--- config.mk ---
export PLATFORM = sky130hd
export DESIGN_NAME = fetch_sequencer
export DESIGN_NICKNAME = d
export VERILOG_FILES = /design/src/rtl/fetch_sequencer.sv
export SDC_FILE = /design/constraint.sdc
export NUM_CORES = 1
export LEC_CHECK = 0
export ABC_AREA = 1
export CORE_ASPECT_RATIO = 0.6
export CORE_UTILIZATION = 45
export DETAILED_ROUTE_END_ITERATION = 8
export DONT_BUFFER_PORTS = 1
export PLACE_DENSITY = 0.7
export RECOVER_POWER = 50
export SYNTH_ARGS = -nofsm -noshare
export SYNTH_HDL_FRONTEND = slang
export SYNTH_SLANG_ARGS = --single-unit
--- constraint.sdc ---
create_clock -name clk -period 9.3 [get_ports clk]
set_clock_uncertainty 0.05 [all_clocks]
set_input_delay 0.93 -clock clk [delete_from_list [all_inputs] [get_ports clk]]
set_output_delay 0.93 -clock clk [all_outputs]
set_load 0.1 [all_outputs]
--- src/rtl/fetch_sequencer.sv ---
// Instruction fetch sequencer: a single-outstanding imem request engine feeding a
// 2-entry instruction FIFO, with execute-stage redirect and stale-response dropping.
module fetch_sequencer #(
   parameter logic [31:0] RESET_PC  = 32'h0000_0000,
   parameter logic [31:0] NOP_INSTR = 32'h0000_0013
) (
   input  logic        clk,
   input  logic        srst,
   input  logic        stall_f,
   input  logic        pcsrc_e,
   input  logic [31:0] pc_target_e,
   output logic        imem_req,
   output logic [31:0] imem_addr,
   input  logic        imem_gnt,
   input  logic        imem_rvalid,
   input  logic [31:0] imem_rdata,
   output logic        valid_f,
   output logic [31:0] instr_f,
   output logic [31:0] pc_f,
   output logic [31:0] pc_plus4_f
);

   localparam logic [1:0] S_IDLE = 2'd0;
   localparam logic [1:0] S_REQ  = 2'd1;
   localparam logic [1:0] S_WAIT = 2'd2;

   logic [1:0]       state, state_nx;
   logic [31:0]      fetch_pc, fetch_pc_nx, req_pc, redir_pc;
   logic             drop, drop_nx;
   logic [1:0][31:0] fifo_pc, fifo_instr;
   logic             rd_ptr, wr_ptr;
   logic [1:0]       count, count_nx;
   logic             granted, push, pop;

   assign redir_pc = pc_target_e & ~32'h3;
   assign granted  = (state == S_REQ) & imem_gnt;
   // redirect flushes the FIFO, so neither pop nor push matters in that cycle
   assign pop      = valid_f & ~stall_f & ~pcsrc_e;
   assign push     = (state == S_WAIT) & imem_rvalid & ~drop & ~pcsrc_e;

   always_comb begin
      count_nx    = pcsrc_e ? 2'd0 : (count + 2'(push) - 2'(pop));
      fetch_pc_nx = fetch_pc;
      if (pcsrc_e)      fetch_pc_nx = redir_pc;
      else if (granted) fetch_pc_nx = fetch_pc + 32'd4;
      state_nx = state;
      drop_nx  = drop;
      case (state)
         S_IDLE: if (count_nx < 2'd2) state_nx = S_REQ;
         S_REQ: begin
            if (imem_gnt) begin
               state_nx = S_WAIT;
               drop_nx  = pcsrc_e;
            end
         end
         S_WAIT: begin
            if (imem_rvalid) begin
               drop_nx  = 1'b0;
               state_nx = (count_nx < 2'd2) ? S_REQ : S_IDLE;
            end else if (pcsrc_e) begin
               drop_nx = 1'b1;
            end
         end
         default: state_nx = S_REQ;
      endcase
   end

   always_ff @(posedge clk) begin
      if (srst) begin
         state    <= S_REQ;
         fetch_pc <= RESET_PC & ~32'h3;
         req_pc   <= 32'h0;
         drop     <= 1'b0;
         count    <= 2'd0;
         rd_ptr   <= 1'b0;
         wr_ptr   <= 1'b0;
      end else begin
         state    <= state_nx;
         fetch_pc <= fetch_pc_nx;
         drop     <= drop_nx;
         count    <= count_nx;
         if (granted) req_pc <= fetch_pc;
         if (pcsrc_e) begin
            rd_ptr <= 1'b0;
            wr_ptr <= 1'b0;
         end else begin
            if (pop)  rd_ptr <= ~rd_ptr;
            if (push) wr_ptr <= ~wr_ptr;
         end
      end
   end

   always_ff @(posedge clk) begin
      if (push && !srst) begin
         fifo_pc[wr_ptr]    <= req_pc;
         fifo_instr[wr_ptr] <= imem_rdata;
      end
   end

   // request gated by srst so nothing is issued while reset is held
   assign imem_req   = (state == S_REQ) & ~srst;
   assign imem_addr  = fetch_pc & ~32'h3;
   assign valid_f    = (count != 2'd0);
   assign pc_f       = valid_f ? fifo_pc[rd_ptr] : 32'h0;
   assign instr_f    = valid_f ? fifo_instr[rd_ptr] : NOP_INSTR;
   assign pc_plus4_f = pc_f + 32'd4;

endmodule
==> metrics, run 1 <==
status complete, but fails checks; failing checks capacitance limit, slew limit; Placed Instances 1373; top area cells in the synthesized netlist edfxtp_1, nand2_1, dfxtp_1; Final Hold Fails 0; P&R area growth vs syn 13.01%; Slew HR -130.7%; First-pass DRT Iterations 5; Via density 5.223; postcts setup bufs 0; Detail Placement HPWL 16450 um; Post-synth EDFFs 124; fmax 0.1325 GHz; crit path launch count[1]; largest net degree at the start of global routing 63; Power Density 172.0 mW/mm^2; initial DRC count 697; Register Area 0.005065 sq mm; TNS Setup 0 ns; most frequent CP cell inv_1; final worst path period share between 80% and 90%; Post-Syn Instances 1111; crit end category output pin; initial antenna violation count 0; first-pass GRT wire length around 35000 um; layout cells sized above 1 11.24%; slowest cell on the critical path clkbuf_1; clock-pin slew on the worst setup and hold paths 0.07 ns; DRC 0; Ports 200; Avg Cell Area, Syn ~8 sq um; sequential share of the synthesized area 55.31%; TritonCTS Buffers 17; synthesized area just over 0.009 sq mm; hold path cells 0; Place WS 2.974 ns; reg-to-reg critical path startpoint state[0]; vias in the first global route 6501; CTS tree done; post-synthesis cell type count 34; most frequent cell after synthesis nand2_1; warnings from Yosys 0; Yosys top cell area share slightly above 40%; leak pwr around 0.0040 uW; Max VDD drop roughly 140 uV; Top Layer Used met4; Critical Path Max Stage Delay 1.74 ns; row count 39; die height 112.5 um; DR vias 7339; Max clock buf depth 2; Worst EP required 8.32 ns; worst reg-to-reg path cell count 10; Slew @ Worst Pin 3.460 ns; post-synth top area cell edfxtp_1; clk root buf clkbuf_16; Clock Latency Late Sink 0.43 ns; Post-Layout Cell Count 1405; worst-path fanout max 59; remaining antenna violation count 0; main flop type after synthesis edfxtp_1; synthesis-stage register bit count 191; core area around 0.02 sq mm; FILL cells 1811; Die X-Extent approximately 190 um; setup violators final 0; M1 WL around 11000 um; multi-input logic area 0.003719 sq mm; Slew Limit Fails 108; gr usage total 22.24%; drt wl/cell 16.43 um; met3 WL post-DR around 2300 um; synth cell count leaders nand2_1, edfxtp_1, nand3_1, inv_1, nor2_1; asr flop ratio synth 0%; cts-stage hold buffer count 0; Tmin final 7.548 ns; post-cts sizing count 0; post-route setup slack 1.752 ns; met2 wire len 9389 um; global route overflow 0; Antenna diodes 0; WP data arrival 6.57 ns; die area approximately 0.021 sq mm; hold path start req_pc[31]; critical path cell sequence nor2_4 -> clkbuf_1 -> inv_2 -> buf_4 -> nand2_1 -> inv_1 -> ha_1 -> inv_1 -> nor2_2 -> nand2_2 -> nor2_1 -> xor2_2; RD Place Congestion 0.9043; Final nets 1200; RSZ-0062 raised after global routing false; Buffers on Ports 0; htree depth 4; WS Path Type reg2out; startpoint types flip-flop; worst min-delay path class reg2reg; Max Cap Viol 5; # clock sinks 191; initial core utilization 47.03%; drt total wl 23090 um
## cell families (layout without fill, tap and decap cells)
family / count (synthesis) / after routing / synth area share, %
DFF: 191 / 191 / 55.31
adders and majority gates: 4 / 4 / 0.5465
xor gates and xnor gates: 25 / 25 / 2.391
AOI/OAI and AO/OA: 123 / 123 / 6.996
and+or+nand+nor: 619 / 619 / 27.80
other: 1 / 6 / 0.04095
buffers and inverters: 148 / 171 / 6.913
## final cells by class
class | count | area share, %
inverter | 98 | 3.555
sequential | 191 | 48.94
timing repair buffer | 41 | 2.890
multi-input combinational | 777 | 35.93
tap | 266 | 3.216
clock buffer | 21 | 4.449
clock inverter | 11 | 1.016
## flip-flops by register name, indices dropped and copies added (netlist names)
name and cells:
count 2, drop 1, fetch_pc 30, fifo_instr 64
fifo_pc 60, rd_ptr 1, req_pc 30, state 2
wr_ptr 1
## final timing paths
kind                          to  slack, ns
setup / recovery  pc_plus4_f[18]       1.75
hold / removal       fifo_pc[31]       0.41
setup reg to reg    fetch_pc[18]       4.89
hold reg to reg      fifo_pc[31]       0.41
## power breakdown
group,total (uW),internal [uW],leakage [uW],switching (uW)
registers,970,914,0.00171,56.3
logic,108,22.4,0.00196,85.2
clock network,702,387,0.000285,315
total,1780,1320,0.00396,456
## layout by cell type (no fill, tap or decap), types with 4 or more instances in the layout
master,Yosys,layout
dfxtp_1,67,67
a21oi_2,0,30
buf_4,10,26
nand2_1,394,395
a21oi_1,87,57
o21ai_0,24,24
ha_1,4,4
a31oi_1,6,6
nor2_1,88,89
conb_1,1,6
edfxtp_1,124,124
nand3_1,104,104
nor3_1,7,4
xnor2_1,4,4
clkbuf_1,24,15
xor2_2,0,15
xor2_1,21,6
clkbuf_16,0,17
inv_1,95,95
nor2_2,12,10
## through the flow
stage	util [%]	area [sq um]	hold WS, ns	power (uW)
after CTS	53.46	10410	0.4028	1792
final	53.15	10350	0.4072	1780
after floorplan	-	9176	0.3759	1077
after global placement	50.56	9843	0.3852	1096
after detailed placement	50.56	9843	0.3920	1097
after global routing	53.15	10350	0.4105	1833
## routing by layer
metal  track usage, %  vias to the layer above
met1            33.65                     3401
met5                0                        -
li1                 -                     3619
met2            31.22                      304
met4            5.027                        0
met3            6.295                       15
## critical path, delay by kind of cell (launching register included)
family | cells | cell delay (ns)
simple gates | 5 | 1.32
buf+inv | 5 | 3.04
flops | 1 | 0.34
fa+ha+maj | 1 | 0.49
xor+xnor | 1 | 0.89
Power figures use the tool's default switching activity.
==> inputs of run 2 (changes only) <==
Settings changed: PLACE_DENSITY 0.7 to 0.72.
Clock period 9.3 ns to 6.2 ns, I/O delays scaled along.
==> run 2 against run 1 <==
Net effect: the run still ends with capacitance limit, slew limit left; die area did not move; largest power group unchanged; critical path type unchanged; largest cell class unchanged; sequential cell count did not move; hold slack got worse by 0.20 ns; register-to-register slack worse by 3.0 ns.
==> metrics, run 2 (synthesis results as in run 1) <==
core area 0.01947 sq mm (unchanged); setup violators final 0 (unchanged); Largest regs fifo_instr: 64 flops, fifo_pc: 60 flops; postcts setup bufs 0 (unchanged); WS Path Type reg2out; Final nets 1222 (+1.8%); Final Hold Fails 0 (unchanged); Worst EP required 5.53 ns (-2.79 ns); clock-pin slew on the worst setup and hold paths 0.07 ns (about the same); initial core utilization 47.03% (unchanged); CTS tree done; cts-stage hold buffer count 0 (unchanged); Placed Instances 1395 (+1.6%); post-cts sizing count 0 (unchanged); worst-path fanout max 44 (-25%); worst min-delay path class in2reg; Slew @ Worst Pin 1.823 ns (-1.637 ns); critical path cell sequence inv_2 -> buf_4 -> nand2_1 -> nand2_1 -> nand2_1 -> inv_1 -> nand2_1 -> nand2_1; Critical Path Max Stage Delay 0.70 ns (-1.04 ns); gr usage total 22.70% (+0.46 points); Max clock buf depth 2 (unchanged); die area 0.02094 sq mm (unchanged); Post-Layout Cell Count 1427 (+1.6%); final worst path period share 68.75%; layout cells sized above 1 12.75% (+1.5 points); # clock sinks 191 (unchanged); Clock Latency Late Sink 0.44 ns (about the same); most common cell after layout, fill and taps aside nand2_1; clk root buf clkbuf_16; Via density 5.146 (-1.5%); global route overflow 0 (unchanged); Max Cap Viol 4 (-1); Buffers on Ports 0 (unchanged); htree depth 4 (unchanged); largest net degree at the start of global routing 63 (unchanged); drt wl/cell 16.30 um (-0.80%); DRC 0 (unchanged); TNS Setup 0 ns (unchanged); vias in the first global route 6481 (-0.31%); crit end category output pin; Ports 200 (unchanged); crit path launch rd_ptr; first-pass GRT wire length 35970 um (+1.8%); Max VDD drop 201.1 uV (+47%); die height 112.5 um (unchanged); initial DRC count 623 (-11%); most frequent cells in the layout nand2_1, edfxtp_1, nand3_1, inv_1, nor2_1; Tmin final 4.262 ns; Slew HR -21.50% (+110 points); Detail Placement HPWL 16940 um (+3.0%); WP data arrival 3.59 ns (-2.98 ns); row count 39 (unchanged); TritonCTS Buffers 17 (unchanged); initial antenna violation count 0 (unchanged); P&R area growth vs syn 15.78%; Slew Limit Fails 95 (-12%); RD Place Congestion 0.9280 (+2.6%); status complete, but fails checks; Antenna diodes 0 (unchanged); hold path start srst; most frequent CP cell nand2_1; remaining antenna violation count 0 (unchanged); startpoint types flip-flop; reg-to-reg critical path startpoint state[0]; Power Density 255.5 mW/mm^2 (+49%); max FFs per register 64 (unchanged); DR vias 7344 (+0.068%); CP Buf/Inv Count 3 (-2); fmax 0.2346 GHz; Die X-Extent 186.2 um (unchanged); First-pass DRT Iterations 5 (unchanged); register name with the most flops fifo_instr; failing checks capacitance limit, slew limit; slowest cell on the critical path nand2_1; drt total wl 23260 um (+0.76%); leak pwr 0.004074 uW (+2.9%); Largest delay share family, worst path buffers and inverters; RSZ-0062 raised after global routing false
## run 2: routing by layer
layer / wire [um] / share of wire [%] / up-vias / track usage, %
met5: 0 / 0 / - / 0
met4: 121 / 0.52 / 0 / 4.044
li1: - / - / 3658 / -
met2: 9528 / 41 / 298 / 31.49
met3: 2349 / 10 / 11 / 6.749
met1: 11260 / 48 / 3377 / 34.91
## run 2: where the power goes
part           total [uW]  switching (uW)  internal [uW]  leakage [uW]
Clock                1090             516            576      0.000288
Combinational         171             137           34.4       0.00208
Sequential           1450            74.8           1370       0.00171
Total                2710             727           1980       0.00407
## run 2: worst register-to-register path, stage by stage (launching register included)
cell      delay, ns
dfxtp_1        0.31
inv_1          0.09
nor2_2         0.10
clkbuf_1       0.87
nand2_1        1.05
nand2_1        0.88
clkinv_1       0.45
nand2_1        0.14
nand2_1        0.09
inv_1          0.06
a21oi_1        0.06
## run 2: layout make-up
class                   count  area [sq um]
fillers                  1823          8867
clock buffers              17         425.4
multi-input cells         777          3716
flip-flops and latches    191          5066
inverters                  98         367.9
well taps                 266         332.8
clock inverters            15         163.9
repair buffers             63         530.5
## run 2: path summary, 6_finish.rpt
kind	end	slack (ns)	cells past startpoint
max	pc_plus4_f[21]	1.94	8
min	req_pc[5]	0.21	1
max reg2reg	fetch_pc[11]	1.94	10
min reg2reg	fifo_pc[10]	0.41	0
## run 2: stage by stage
step / util [%] / cell area (sq um) / hold WS (ns) / setup slack [ns] / power (uW)
after floorplan: - / 9176 / 0.3759 / 0.3175 / 1616
after global placement: 51.84 / 10090 / 0.3850 / 2.415 / 1645
after detailed placement: 51.84 / 10090 / 0.3931 / 2.401 / 1648
after CTS: 54.87 / 10680 / 0.1936 / 1.934 / 2726
after global routing: 54.46 / 10600 / 0.1867 / 1.439 / 2801
final: 54.46 / 10600 / 0.2069 / 1.938 / 2709
==> inputs of run 3 (changes only) <==
Settings changed: PLACE_DENSITY 0.72 to 0.7.
Clock period 6.2 ns to 3.95 ns, I/O delays scaled along.
==> run 3 against run 2 <==
Net effect: the run still ends with capacitance limit, slew limit left; global-route usage is 1.0 points higher; non-clock buffer count is 95 higher; utilization is 5.5 points higher; register-to-register slack worse by 1.5 ns; routed wire length is 4.7% higher; sequential cell count stayed put.
==> metrics, run 3 (synthesis results as in run 1) <==
status complete, but fails checks; failing checks capacitance limit, slew limit; Total Power 4328 uW (+60%); Final Hold Fails 0 (unchanged); WP data arrival 3.13 ns (-0.46 ns); Tmin final 3.571 ns; postcts setup bufs 0 (unchanged); DR vias 7736 (+5.3%); clk root buf clkbuf_16; worst-path fanout max 21 (-52%); reg-to-reg critical path startpoint state[0]; setup violators final 0 (unchanged); layout cells sized above 1 15.76% (+3.0 points); P&R area growth vs syn 27.42%; Ports 200 (unchanged); r2r setup slk 0.48 ns (-1.46 ns); worst min-delay path class in2reg; startpoint types flip-flop; leak pwr 0.004562 uW (+12%); crit path launch count[1]; FILL cells 1708 (-6.3%); cts-stage hold buffer count 33 (+33); global route overflow 0 (unchanged); Slew @ Worst Pin 1.517 ns (-0.3053 ns); Critical Path Max Stage Delay 0.47 ns (-0.23 ns); initial antenna violation count 0 (unchanged); row count 39 (unchanged); worst reg-to-reg path cell count 10 (unchanged); Register Area 0.005066 sq mm (unchanged); Final nets 1317 (+7.8%); drt wl/cell 16.01 um (-1.8%); CTS tree done; WS Path Type reg2out; first-pass GRT wire length 37690 um (+4.8%); most frequent cells in the layout nand2_1, edfxtp_1, nand3_1, inv_1, nor2_1; clock power share 40.2% (about the same); htree depth 4 (unchanged); Via density 5.083 (-1.2%); initial DRC count 682 (+9.5%); switch share 27.19% (+0.34 points); drt total wl 24360 um (+4.7%); Buffers on Ports 0 (unchanged); clock-pin slew on the worst setup and hold paths 0.08 ns (about the same); final worst path period share 90.41%; DRC 0 (unchanged); First-pass DRT Iterations 7 (+2); RD Place Congestion 0.9089 (-2.1%); vias in the first global route 7028 (+8.4%); Antenna diodes 0 (unchanged); critical path cell sequence nor2_1 -> inv_1 -> nand2_2 -> clkinvlp_4 -> ha_1 -> inv_1 -> nor2_2 -> nand2_2 -> nor2_2 -> nand3_1 -> nand2_1 -> buf_12; # clock sinks 191 (unchanged); Max VDD drop 318.8 uV (+59%); fmax 0.2800 GHz; Slew HR -1.151% (+20 points); die area 0.02094 sq mm (unchanged); TritonCTS Buffers 17 (unchanged); multi-input logic area 0.003724 sq mm (+0.20%); Power Density 370.9 mW/mm^2 (+45%); Max clock buf depth 2 (unchanged); combinational share of power 9.3% (+3.0 points); most common cell after layout, fill and taps aside nand2_1; part of the power in registers 50.5% (-2.9 points); hold_ws 0.08012 ns (-0.1268 ns); R2R Path End fetch_pc[18]; Worst Setup EP pc_plus4_f[28]; max FFs per register 64 (unchanged); gr usage total 23.72% (+1.0 points); remaining antenna violation count 0 (unchanged); core area 0.01947 sq mm (unchanged); RSZ-0062 raised after global routing false; Largest regs fifo_instr: 64 flops, fifo_pc: 60 flops; final core occ 59.93% (+5.5 points); die height 112.5 um (unchanged); Pint 3151 uW (+59%); Slew Limit Fails 13 (-86%); Worst EP required 3.50 ns (-2.03 ns); largest net degree at the start of global routing 63 (unchanged); initial core utilization 47.03% (unchanged); register name with the most flops fifo_instr; crit end category output pin; Max Cap Viol 2 (-2); net switching power 1177 uW (+62%); slowest cell on the critical path inv_1; Detail Placement HPWL 17430 um (+2.9%); Clock Latency Late Sink 0.43 ns (about the same); post-cts sizing count 0 (unchanged); Die X-Extent 186.2 um (unchanged)
-- run 3: cell count changes in the layout (fill, tap and decap cells not counted), sizes merged --
cell and change:
buf +51, inv -1, clkinvlp -1, clkbuf +12
dlygate4sd3 +32, clkinv +2
-- run 3: cell type report --
| type | count | area share [%] |
|---|---|---|
| Clock buffer | 17 | 3.646 |
| Timing Repair Buffer | 158 | 13.42 |
| Inverter | 98 | 3.185 |
| Clock inverter | 15 | 1.566 |
| Multi-Input combinational cell | 777 | 31.91 |
| Sequential cell | 191 | 43.42 |
| Tap cell | 266 | 2.852 |
-- run 3: power groups by stage --
stage,sequential [uW],combinational [uW],clock [uW]
after floorplan,2370,169,0
after global placement,2230,370,0
after CTS,2180,417,1750
after detailed placement,2230,373,0
after global routing,2190,430,1840
final,2190,404,1740
-- run 3: worst min path at each step --
stage | startpoint | endpoint | slack [ns] | depth (start not counted)
final | imem_gnt | req_pc[24] | 0.08 | 2
after global routing | imem_gnt | req_pc[2] | 0.06 | 2
after CTS | imem_gnt | req_pc[24] | 0.06 | 2
after detailed placement | req_pc[15] | fifo_pc[47] | 0.39 | 0
after global placement | req_pc[10] | fifo_pc[10] | 0.39 | 0
after floorplan | req_pc[10] | fifo_pc[10] | 0.38 | 0
-- run 3: per-stage QoR --
step                instance area (sq um)  setup slack [ns]  cells  setup TNS, ns
CTS                                 11820            0.4641   1522              0
finish                              11670            0.3787   1522              0
global placement                    10870             1.030   1457              0
detailed placement                  10870            0.9206   1457              0
global route                        11670            0.1398   1522              0
floorplan                            9263            -1.708   1116        -211.73
-- run 3: metal layers --
| layer | wire, um | GRT usage, % |
|---|---|---|
| met4 | 93 | 3.716 |
| met1 | 11860 | 35.37 |
| met5 | 0 | 0 |
| met3 | 2280 | 6.716 |
| met2 | 10130 | 34.68 |
-- run 3: worst max-delay path, delay by kind of cell (launching register included) --
family	cells	cell delay, ns
and+or+nand+nor	7	1.24
buffers and inverters	4	0.87
DFF	1	0.35
adders and majority gates	1	0.22
